File: config.mk
export PLATFORM = sky130hd
export DESIGN_NAME = alu_sequencer_flat
export DESIGN_NICKNAME = d
export VERILOG_FILES = /design/src/rtl/alu_sequencer_if.sv /design/src/rtl/alu_sequencer.sv /design/src/flat_wrapper.sv
export SDC_FILE = /design/constraint.sdc
export NUM_CORES = 1
export LEC_CHECK = 0
export CORE_UTILIZATION = 48
export DETAILED_ROUTE_END_ITERATION = 10
export PLACE_DENSITY = 0.77
export SYNTH_ARGS = -nofsm -noshare
export SYNTH_HDL_FRONTEND = slang
export SYNTH_SLANG_ARGS = --single-unit
export TNS_END_PERCENT = 20
File: constraint.sdc
create_clock -name clk -period 2.05 [get_ports clk]
set_input_delay 0.41 -clock clk [delete_from_list [all_inputs] [get_ports clk]]
set_output_delay 0.41 -clock clk [all_outputs]
set_load 0.005 [all_outputs]
File: src/rtl/alu_sequencer_if.sv
// Instruction handshake plus datapath control bundle between the instruction
// source and alu_sequencer.
interface alu_sequencer_if;
    logic        instr_valid;
    logic [15:0] instr;
    logic        instr_ready;
    logic [3:0]  a_select;
    logic [3:0]  b_select;
    logic        use_imm;
    logic [15:0] immediate;
    logic [7:0]  opCode;
    logic [15:0] regEnable;
    logic        flag_we;
    logic        busy;

    modport master (
        output instr_valid, instr,
        input  instr_ready, a_select, b_select, use_imm, immediate,
               opCode, regEnable, flag_we, busy
    );

    modport slave (
        input  instr_valid, instr,
        output instr_ready, a_select, b_select, use_imm, immediate,
               opCode, regEnable, flag_we, busy
    );
endinterface

File: src/rtl/alu_sequencer.sv
// Instruction FIFO + IDLE/DECODE/EXEC sequencer driving the regfile/ALU/flags datapath.
// Optional retired-instruction counter enabled by defining ALU_SEQ_RETIRE_CNT_EN.
module alu_sequencer #(
    parameter int DEPTH = 4
) (
    input  logic clk,
    input  logic reset,
    alu_sequencer_if.slave bus
`ifdef ALU_SEQ_RETIRE_CNT_EN
    ,
    output logic [15:0] retired_cnt
`endif
);
    localparam int PW = $clog2(DEPTH);
    localparam int CW = $clog2(DEPTH + 1);
    localparam logic [CW-1:0] FULL_CNT = CW'(DEPTH);

    typedef enum logic [1:0] {IDLE, DECODE, EXEC} state_t;

    state_t        state, nextState;
    logic [15:0]   fifoMem [DEPTH];
    logic [PW-1:0] wrPtr, rdPtr;
    logic [CW-1:0] count;
    logic          push, pop, empty;
    logic [15:0]   ir;

    logic [7:0]    decOp;
    logic [3:0]    decA, decB;
    logic          decUse;
    logic [15:0]   decImm, decRe;

    logic [3:0]    aSel, bSel;
    logic          useImm, flagWe;
    logic [15:0]   imm, regEn;
    logic [7:0]    opReg;

    assign empty           = (count == '0);
    assign bus.instr_ready = (count != FULL_CNT);
    assign push            = bus.instr_valid && bus.instr_ready;

    // FIFO storage needs no reset; the pointers define what is valid.
    always_ff @(posedge clk) begin
        if (push) fifoMem[wrPtr] <= bus.instr;
    end

    always_ff @(posedge clk) begin
        if (!reset) begin
            wrPtr <= '0;
            rdPtr <= '0;
            count <= '0;
        end else begin
            if (push) wrPtr <= wrPtr + 1'b1;
            if (pop)  rdPtr <= rdPtr + 1'b1;
            case ({push, pop})
                2'b10:   count <= count + 1'b1;
                2'b01:   count <= count - 1'b1;
                default: count <= count;
            endcase
        end
    end

    always_ff @(posedge clk) begin
        if (!reset) state <= IDLE;
        else        state <= nextState;
    end

    always_comb begin
        nextState = state;
        pop       = 1'b0;
        case (state)
            IDLE: begin
                if (!empty) begin
                    pop       = 1'b1;
                    nextState = DECODE;
                end
            end
            DECODE: nextState = EXEC;
            EXEC: begin
                if (!empty) begin
                    pop       = 1'b1;
                    nextState = DECODE;
                end else begin
                    nextState = IDLE;
                end
            end
            default: nextState = IDLE;
        endcase
    end

    always_ff @(posedge clk) begin
        if (!reset)   ir <= '0;
        else if (pop) ir <= fifoMem[rdPtr];
    end

    always_comb begin
        decA   = ir[11:8];
        decB   = ir[3:0];
        decOp  = {4'h0, ir[7:4]};
        decUse = 1'b0;
        decImm = '0;
        if (ir[15:12] != 4'h0) begin
            decOp  = {ir[15:12], 4'h0};
            decB   = '0;
            decUse = 1'b1;
            decImm = {{8{ir[7]}}, ir[7:0]};
        end
        decRe = 16'h0001 << ir[11:8];
        // Compares only update flags.
        if (decOp == 8'h0B || decOp == 8'hB0) decRe = '0;
    end

    // Selects/opcode/immediate hold between instructions; strobes live only in EXEC.
    always_ff @(posedge clk) begin
        if (!reset) begin
            aSel   <= '0;
            bSel   <= '0;
            useImm <= 1'b0;
            imm    <= '0;
            opReg  <= '0;
            regEn  <= '0;
            flagWe <= 1'b0;
        end else if (state == DECODE) begin
            aSel   <= decA;
            bSel   <= decB;
            useImm <= decUse;
            imm    <= decImm;
            opReg  <= decOp;
            regEn  <= decRe;
            flagWe <= 1'b1;
        end else begin
            regEn  <= '0;
            flagWe <= 1'b0;
        end
    end

    assign bus.a_select  = aSel;
    assign bus.b_select  = bSel;
    assign bus.use_imm   = useImm;
    assign bus.immediate = imm;
    assign bus.opCode    = opReg;
    assign bus.regEnable = regEn;
    assign bus.flag_we   = flagWe;
    assign bus.busy      = (state != IDLE) || !empty;

`ifdef ALU_SEQ_RETIRE_CNT_EN
    logic [15:0] retiredCnt;

    always_ff @(posedge clk) begin
        if (!reset)              retiredCnt <= '0;
        else if (state == EXEC)  retiredCnt <= retiredCnt + 16'd1;
    end

    assign retired_cnt = retiredCnt;
`endif
endmodule

File: src/flat_wrapper.sv
// flat-port wrapper written by rule: the top's interface ports become plain ports
module alu_sequencer_flat 
#(
    parameter int DEPTH = 4
)
  (clk, reset, bus_instr_valid, bus_instr, bus_instr_ready, bus_a_select, bus_b_select, bus_use_imm, bus_immediate, bus_opCode, bus_regEnable, bus_flag_we, bus_busy);
  alu_sequencer_if bus_i ();
  input  logic clk;
  input  logic reset;
  input wire logic [$bits(bus_i.instr_valid)-1:0] bus_instr_valid;
  input wire logic [$bits(bus_i.instr)-1:0] bus_instr;
  output wire logic [$bits(bus_i.instr_ready)-1:0] bus_instr_ready;
  output wire logic [$bits(bus_i.a_select)-1:0] bus_a_select;
  output wire logic [$bits(bus_i.b_select)-1:0] bus_b_select;
  output wire logic [$bits(bus_i.use_imm)-1:0] bus_use_imm;
  output wire logic [$bits(bus_i.immediate)-1:0] bus_immediate;
  output wire logic [$bits(bus_i.opCode)-1:0] bus_opCode;
  output wire logic [$bits(bus_i.regEnable)-1:0] bus_regEnable;
  output wire logic [$bits(bus_i.flag_we)-1:0] bus_flag_we;
  output wire logic [$bits(bus_i.busy)-1:0] bus_busy;
  assign bus_i.instr_valid = bus_instr_valid;
  assign bus_i.instr = bus_instr;
  assign bus_instr_ready = bus_i.instr_ready;
  assign bus_a_select = bus_i.a_select;
  assign bus_b_select = bus_i.b_select;
  assign bus_use_imm = bus_i.use_imm;
  assign bus_immediate = bus_i.immediate;
  assign bus_opCode = bus_i.opCode;
  assign bus_regEnable = bus_i.regEnable;
  assign bus_flag_we = bus_i.flag_we;
  assign bus_busy = bus_i.busy;
  alu_sequencer #(.DEPTH(DEPTH)) u_core (.clk(clk), .reset(reset), .bus(bus_i));
endmodule
; Word-level counts from Yosys, hierarchy flattened
; Memory sizes are Yosys's and may differ from the RTL's. A register that Yosys moved wholly into a read port is not among the register bits.
; Cells that the tools add are included.
[op_classes]
add_sub_neg = 4
eq_ne = 8
shift = 1
muxes = 13
n_bitwise = 2
n_reduce_logical = 12
[ops]
columns = operator, count
row1 = 16-bit two-way mux, 1
row2 = 1-bit by 4-bit left shift with 16-bit output (first input constant), 1
row3 = 8-bit by 4-bit equality test with 1-bit output (second input constant), 1
row4 = 8-bit equality test (second input constant), 1
row5 = 8-bit two-way mux, 1
row6 = 1-bit two-way mux, 7
row7 = 2-bit one-hot mux with 3 select lines, 1
row8 = 3-bit one-hot mux with 2 select lines, 1
row9 = 2-bit by 1-bit adder with 2-bit output (second input constant), 2
row10 = 2-bit by 1-bit equality test with 1-bit output (second input constant), 2
row11 = 2-bit equality test (second input constant), 2
row12 = 4-bit two-way mux, 1
row13 = 2-bit nonzero test, 2
row14 = 4-bit nonzero test, 1
row15 = 3-bit by 1-bit adder with 3-bit output (second input constant), 1
row16 = 3-bit logical NOT, 1
row17 = 3-bit inequality test (second input constant), 1
row18 = 3-bit OR reduction, 1
row19 = 3-bit by 1-bit subtractor with 3-bit output (second input constant), 1
row20 = 1-bit logical NOT, 2
row21 = 2-bit logical NOT, 1
row22 = 1-bit logical OR, 2
row23 = 2-bit two-way mux, 1
row24 = 2-bit inequality test (second input constant), 1
row25 = 3 further kinds, 4
[word_totals]
register_bits = 59
ramBits = 64
in_bits = 19
output_inout_bits = 52
wordCells = 52
memories = 1
[memory_table]
columns = memory, depth, width, read_ports, rd_ports_with_merged_regs, write_ports, line
row1 = u_core.fifoMem, 4, 16, 1, 1, 1, alu_sequencer.sv:21  ; logic [15:0] fifoMem [DEPTH];

; Longest topological paths before layout
[logic_depth]
depth_word = 5
ltp_mapped = 9
ltp_nobuf = 8

; Worst setup path before layout
; Ideal clock, no wire load.
[synth_timing]
path_kind = register to register
start = register u_core.count[0]
end = register u_core.count[2]
setup_time_ns = 0.070
arrival_ns = 2.100
required_time_ns = 1.980
slack_ns = -0.121
stages_incl_launch_ff = 10
path_buffers = 1
period_less_slack_ns = 2.171
path_cell_list = dfxtp_1 > or3b_1 > clkbuf_1 > nand2_1 > ha_1 > inv_1 > fa_1 > xor2_1 > or3_1 > a21oi_1
[synth_between]
elab_cells_between_ends = 11
classes_between = add/sub (2) / eq/ne (3) / mux (3) / reduce/logical (3)
[synth_lines]
columns = element, line
row1 = from (decl), alu_sequencer.sv:23  ; logic [CW-1:0] count;
row2 = from (signal assigned), alu_sequencer.sv:55  ; 2'b10: count <= count + 1'b1;
row3 = from (signal assigned), alu_sequencer.sv:56  ; 2'b01: count <= count - 1'b1;
row4 = from (signal assigned), alu_sequencer.sv:57  ; default: count <= count;
row5 = 3-bit inequality test (*), alu_sequencer.sv:38  ; assign bus.instr_ready = (count != FULL_CNT);
row6 = via bus_instr_ready, flat_wrapper.sv:12  ; output wire logic [$bits(bus_i.instr_ready)-1:0] bus_instr_ready;
row7 = 1-bit logical AND (*), alu_sequencer.sv:39  ; assign push = bus.instr_valid && bus.instr_ready;
row8 = 2-bit by 1-bit equality test with 1-bit output or 2-bit equality test (tied branches), alu_sequencer.sv:54  ; case ({push, pop})
row9 = 3-bit one-hot mux with 2 select lines or 2-bit nonzero test (tied branches), n/a
; Mark *: on every way through the listed nets, which the timed path passes. The rest lies on a longest branch.
; A chain may end at the register's enable or synchronous reset.

; Final worst setup path
[layout_timing]
start = register u_core.count[1]
end = register u_core.count[2]
[layout_between]
elab_chain_len = 5
elab_cells_between_ends = 11
classes_between = add/sub (2) / eq/ne (3) / mux (3) / reduce/logical (3)
[layout_rtl]
columns = element, line
row1 = 3-bit logical NOT, alu_sequencer.sv:37  ; assign empty = (count == '0);
row2 = 1-bit two-way mux, "alu_sequencer.sv:72, alu_sequencer.sv:79"
row3 = 1-bit two-way mux, n/a
row4 = 2-bit by 1-bit equality test with 1-bit output or 2-bit equality test (tied branches), alu_sequencer.sv:54
row5 = 3-bit one-hot mux with 2 select lines or 2-bit nonzero test (tied branches), n/a
; Parallel ways exist; a longest one is shown, timed or not.

==> impl_metrics.csv <==
group,metric,value,unit
status,status,"complete, no violations",
finish,diodes,0,
logic_synthesis,yosys_most_used_dff,"dfxtp_1",
grt,grt_pass1_wl,14.3,mm
place,dpl_cell_area,5700,µm²
finish,layout.nets,462,
sta,rsz0062_at_grt,"yes",
floorplan,coreArea,9770,µm²
logic_synthesis,ys_warn_count,0,
grt,antenna_found_initial,0,
setup_path,slowest_delay,0.40,ns
clock_tree,cts_root_buf,"clkbuf_8",
clock_tree,cts.sinks,131,
grt,grt_util_all_layers,18.7,%
drt,detail-route-antenna-nets,0,
power_and_ir_drop,max-vdd-ir-drop,0.751,mV
setup_path,end_kind,"register",
floorplan,ios,71,
hold_path,hold_start,"u_core.bus.immediate[4]$_SDFFE_PN0P_",
logic_synthesis,synth_top_area_cell,"edfxtp_1",
place,gp_congestion,0.758,
clock_tree,ctsHoldBuffers,0,
drt,drt-initial-drc-count,145,
drt,vias,3022,
logic_synthesis,synth_nets,382,
sta,clock.fmax,0.491,GHz
drt,firstDrtPassIters,4,
floorplan,fp.dieH,102,µm
grt,grt-ovfl-total,0,
sta,post-route-min-period,2.03,ns
drt,wl_per_cell,15.4,µm
logic_synthesis,ys_types,37,
clock_tree,cts_max_path_buffers,2,
flow_run,max_cap_viol_count,0,
sta,timing.final.crit_share,99.3,%
setup_path,crit_arrival,2.47,ns
clock_tree,worstSkewPairLatency,0.50,ns
floorplan,die_area,10500,µm²
logic_synthesis,synth-seq-cells,131,
drt,vias_per_cell,5.18,
floorplan,start_util,49.6,%
logic_synthesis,synth_edf_count,64,
clock_tree,cts_tree,"built",
setup_path,crit_chain,"or3b_4 > nand2_4 > ha_4 > inv_2 > fa_2 > xor2_1 > or3_4 > a21oi_2",
setup_path,crit_path_start_kind,"register",
setup_path,crit_slowest_cell,"or3b_4",
sta,finalSetupViolCount,0,
drt,drt_wl_total,9.00,mm
sta,relSlewSlack,44.2,%
power_and_ir_drop,pwr_density_cell,1340,nW/µm²
place,place_inst,547,
logic_synthesis,avgSynthCellArea,13.6,µm²
clock_tree,cts_made_buffers,17,
finish,drive_gt1_share,18.9,%
setup_path,worstPathRequired,2.49,ns
clock_tree,clkTransAtPathRegs,0.06,ns
setup_path,crit_fanout,4,
logic_synthesis,synthArstFlopShare,0,%
sta,drv_slew,0,
sta,final_hold_viol_count,0,
finish,syn_to_final_growth,32.4,%
logic_synthesis,synth.area.top_cells,"edfxtp_1, dfxtp_1, mux4_2",
finish,finalNonFillerCells,583,
place,dp_hpwl,5.73,mm
finish,final_cell_area,6410,µm²
drt,drc,0,
grt,grt_max_degree,31,
floorplan,rows,36,
floorplan,die_w,102,µm
clock_tree,cts_max_level,4,
sta,clock_skew,0.00765,ns
power_and_ir_drop,finalPower,8.59,mW
logic_synthesis,yosysTopAreaCellShare,39.7,%
setup_path,crit_type,"reg2reg",
setup_path,cp-startpoint,"u_core.count[1]$_SDFFE_PN0P_",
hold_path,hold_path_class,"reg2reg",
logic_synthesis,synth-seq-area-share,67.4,%
logic_synthesis,syn-cell-area,4840,µm²
logic_synthesis,syn-instance-count,357,
grt,grt_pass1_vias,2838,
setup_path,reg2reg_from,"u_core.count[1]$_SDFFE_PN0P_",
power_and_ir_drop,leakage,2.22,nW
sta,worst_pin_slew,0.836,ns
place,numPortBuffers,70,
[sequential cells by signal, summed over array words and instances (netlist names)]
signal	count
u_core.bus.flag_we	1
u_core.wrPtr	2
u_core.bus.regEnable	16
u_core.bus.b_select	4
u_core.count	3
u_core.ir	16
u_core.bus.a_select	4
u_core.fifoMem	64
u_core.bus.immediate	8
u_core.bus.opCode	8
u_core.rdPtr	2
u_core.bus.use_imm	1
u_core.state	2
[synth_stat cells (2+ instances only)]
cell      count
dfxtp_1      67
edfxtp_1     64
nand2_1      43
a21oi_1      31
nor2_1       18
a22o_1       16
mux4_2       16
nand3_1      16
buf_4        11
clkbuf_1     10
inv_1         8
ha_1          5
and3_1        4
buf_2         4
nor3_1        4
buf_1         3
nand3b_1      3
nor2b_1       3
nor3_2        3
nor4_1        3
o21ai_0       3
a21o_1        2
buf_6         2
nand2b_1      2
o31ai_4       2
or3_1         2
xor2_1        2
[logic make-up after synthesis]
kind of cell             Yosys count  synth area share, %
multiplexers                      16                 7.44
adder cells (fa/ha/maj)            6                 1.70
flip-flops                       131                 67.4
XOR/XNOR                           2                0.362
AO/OA/AOI/OAI                     56                 7.90
buffers and inverters             38                 4.21
AND/OR/NAND/NOR                  108                 11.0
[final timing paths]
kind | to | slack [ns] | cells after the start
setup / recovery | u_core.count[2]$_SDFFE_PN0P_ | 0.02 | 8
setup reg to reg | u_core.count[2]$_SDFFE_PN0P_ | 0.02 | 8
hold reg to reg | u_core.bus.immediate[4]$_SDFFE_PN0P_ | 0.45 | 2
hold / removal | u_core.bus.immediate[4]$_SDFFE_PN0P_ | 0.45 | 2
[stage by stage]
stage                     util [%]  hold WS [ns]  worst slack (ns)  setup TNS, ns
final                         65.6         0.447            0.0151              0
after global placement        58.3         0.442          -0.00625       -0.00625
after global routing          65.6         0.466           -0.0465        -0.0465
after detailed placement      58.3         0.444           -0.0645        -0.0645
after CTS                     65.2         0.451           -0.0650        -0.0650
after floorplan                  -         0.445           0.00737              0
[cell type report]
cell class                 instances  area [µm²]
inverter                           8        30.0
tap                              133         166
timing repair buffer              91         878
sequential                       131        3270
clock buffer                      24         547
fill                             694        3360
multi-input combinational        188        1420
clock inverter                     8         105
[per-layer routing]
layer / vias to the layer above / global-route usage, % / part of all wire (%) / routed length, µm
met1: 1461 / 24.5 / 44 / 3960
met3: 12 / 4.58 / 4.5 / 402
li1: 1459 / - / - / -
met5: - / 0 / 0 / 0
met4: 0 / 7.91 / 1.4 / 125
met2: 90 / 29.7 / 50 / 4520
[report_power, final]
group          internal (mW)  total, mW  switching (mW)
clock network           2.10       3.16            1.06
registers               3.14       3.48           0.335
logic                  0.947       1.95            1.00
total                   6.19       8.59            2.40
[cell usage in the layout (no fill, tap or decap), drive strengths merged, types with 3 or more instances in the layout]
| cell | n |
|---|---|
| o21ai | 3 |
| nor2 | 18 |
| o31ai | 3 |
| clkinv | 3 |
| nor4 | 3 |
| and3 | 4 |
| clkdlybuf4s50 | 68 |
| nand3 | 16 |
| nand3b | 3 |
| nor3 | 7 |
| ha | 5 |
| a22o | 16 |
| edfxtp | 64 |
| clkbuf | 24 |
| nand2 | 43 |
| nor2b | 3 |
| a21oi | 31 |
| inv | 10 |
| dfxtp | 67 |
| buf | 21 |
| mux4 | 16 |
[what timing repair did]
action                                  CTS  global route
setup buffers                             2             2
gates resized for setup                   4             8
endpoints found under the setup margin    2             3
pin swaps                                 0             6
[critical path, delay by kind of cell (launching register included)]
| family | cells | cell delay (ns) |
|---|---|---|
| buffers and inverters | 1 | 0.03 |
| AOI/OAI and AO/OA | 1 | 0.13 |
| and+or+nand+nor | 3 | 0.84 |
| DFF | 1 | 0.35 |
| xor gates and xnor gates | 1 | 0.16 |
| adders and majority gates | 2 | 0.45 |
Power figures use the tool's default switching activity.
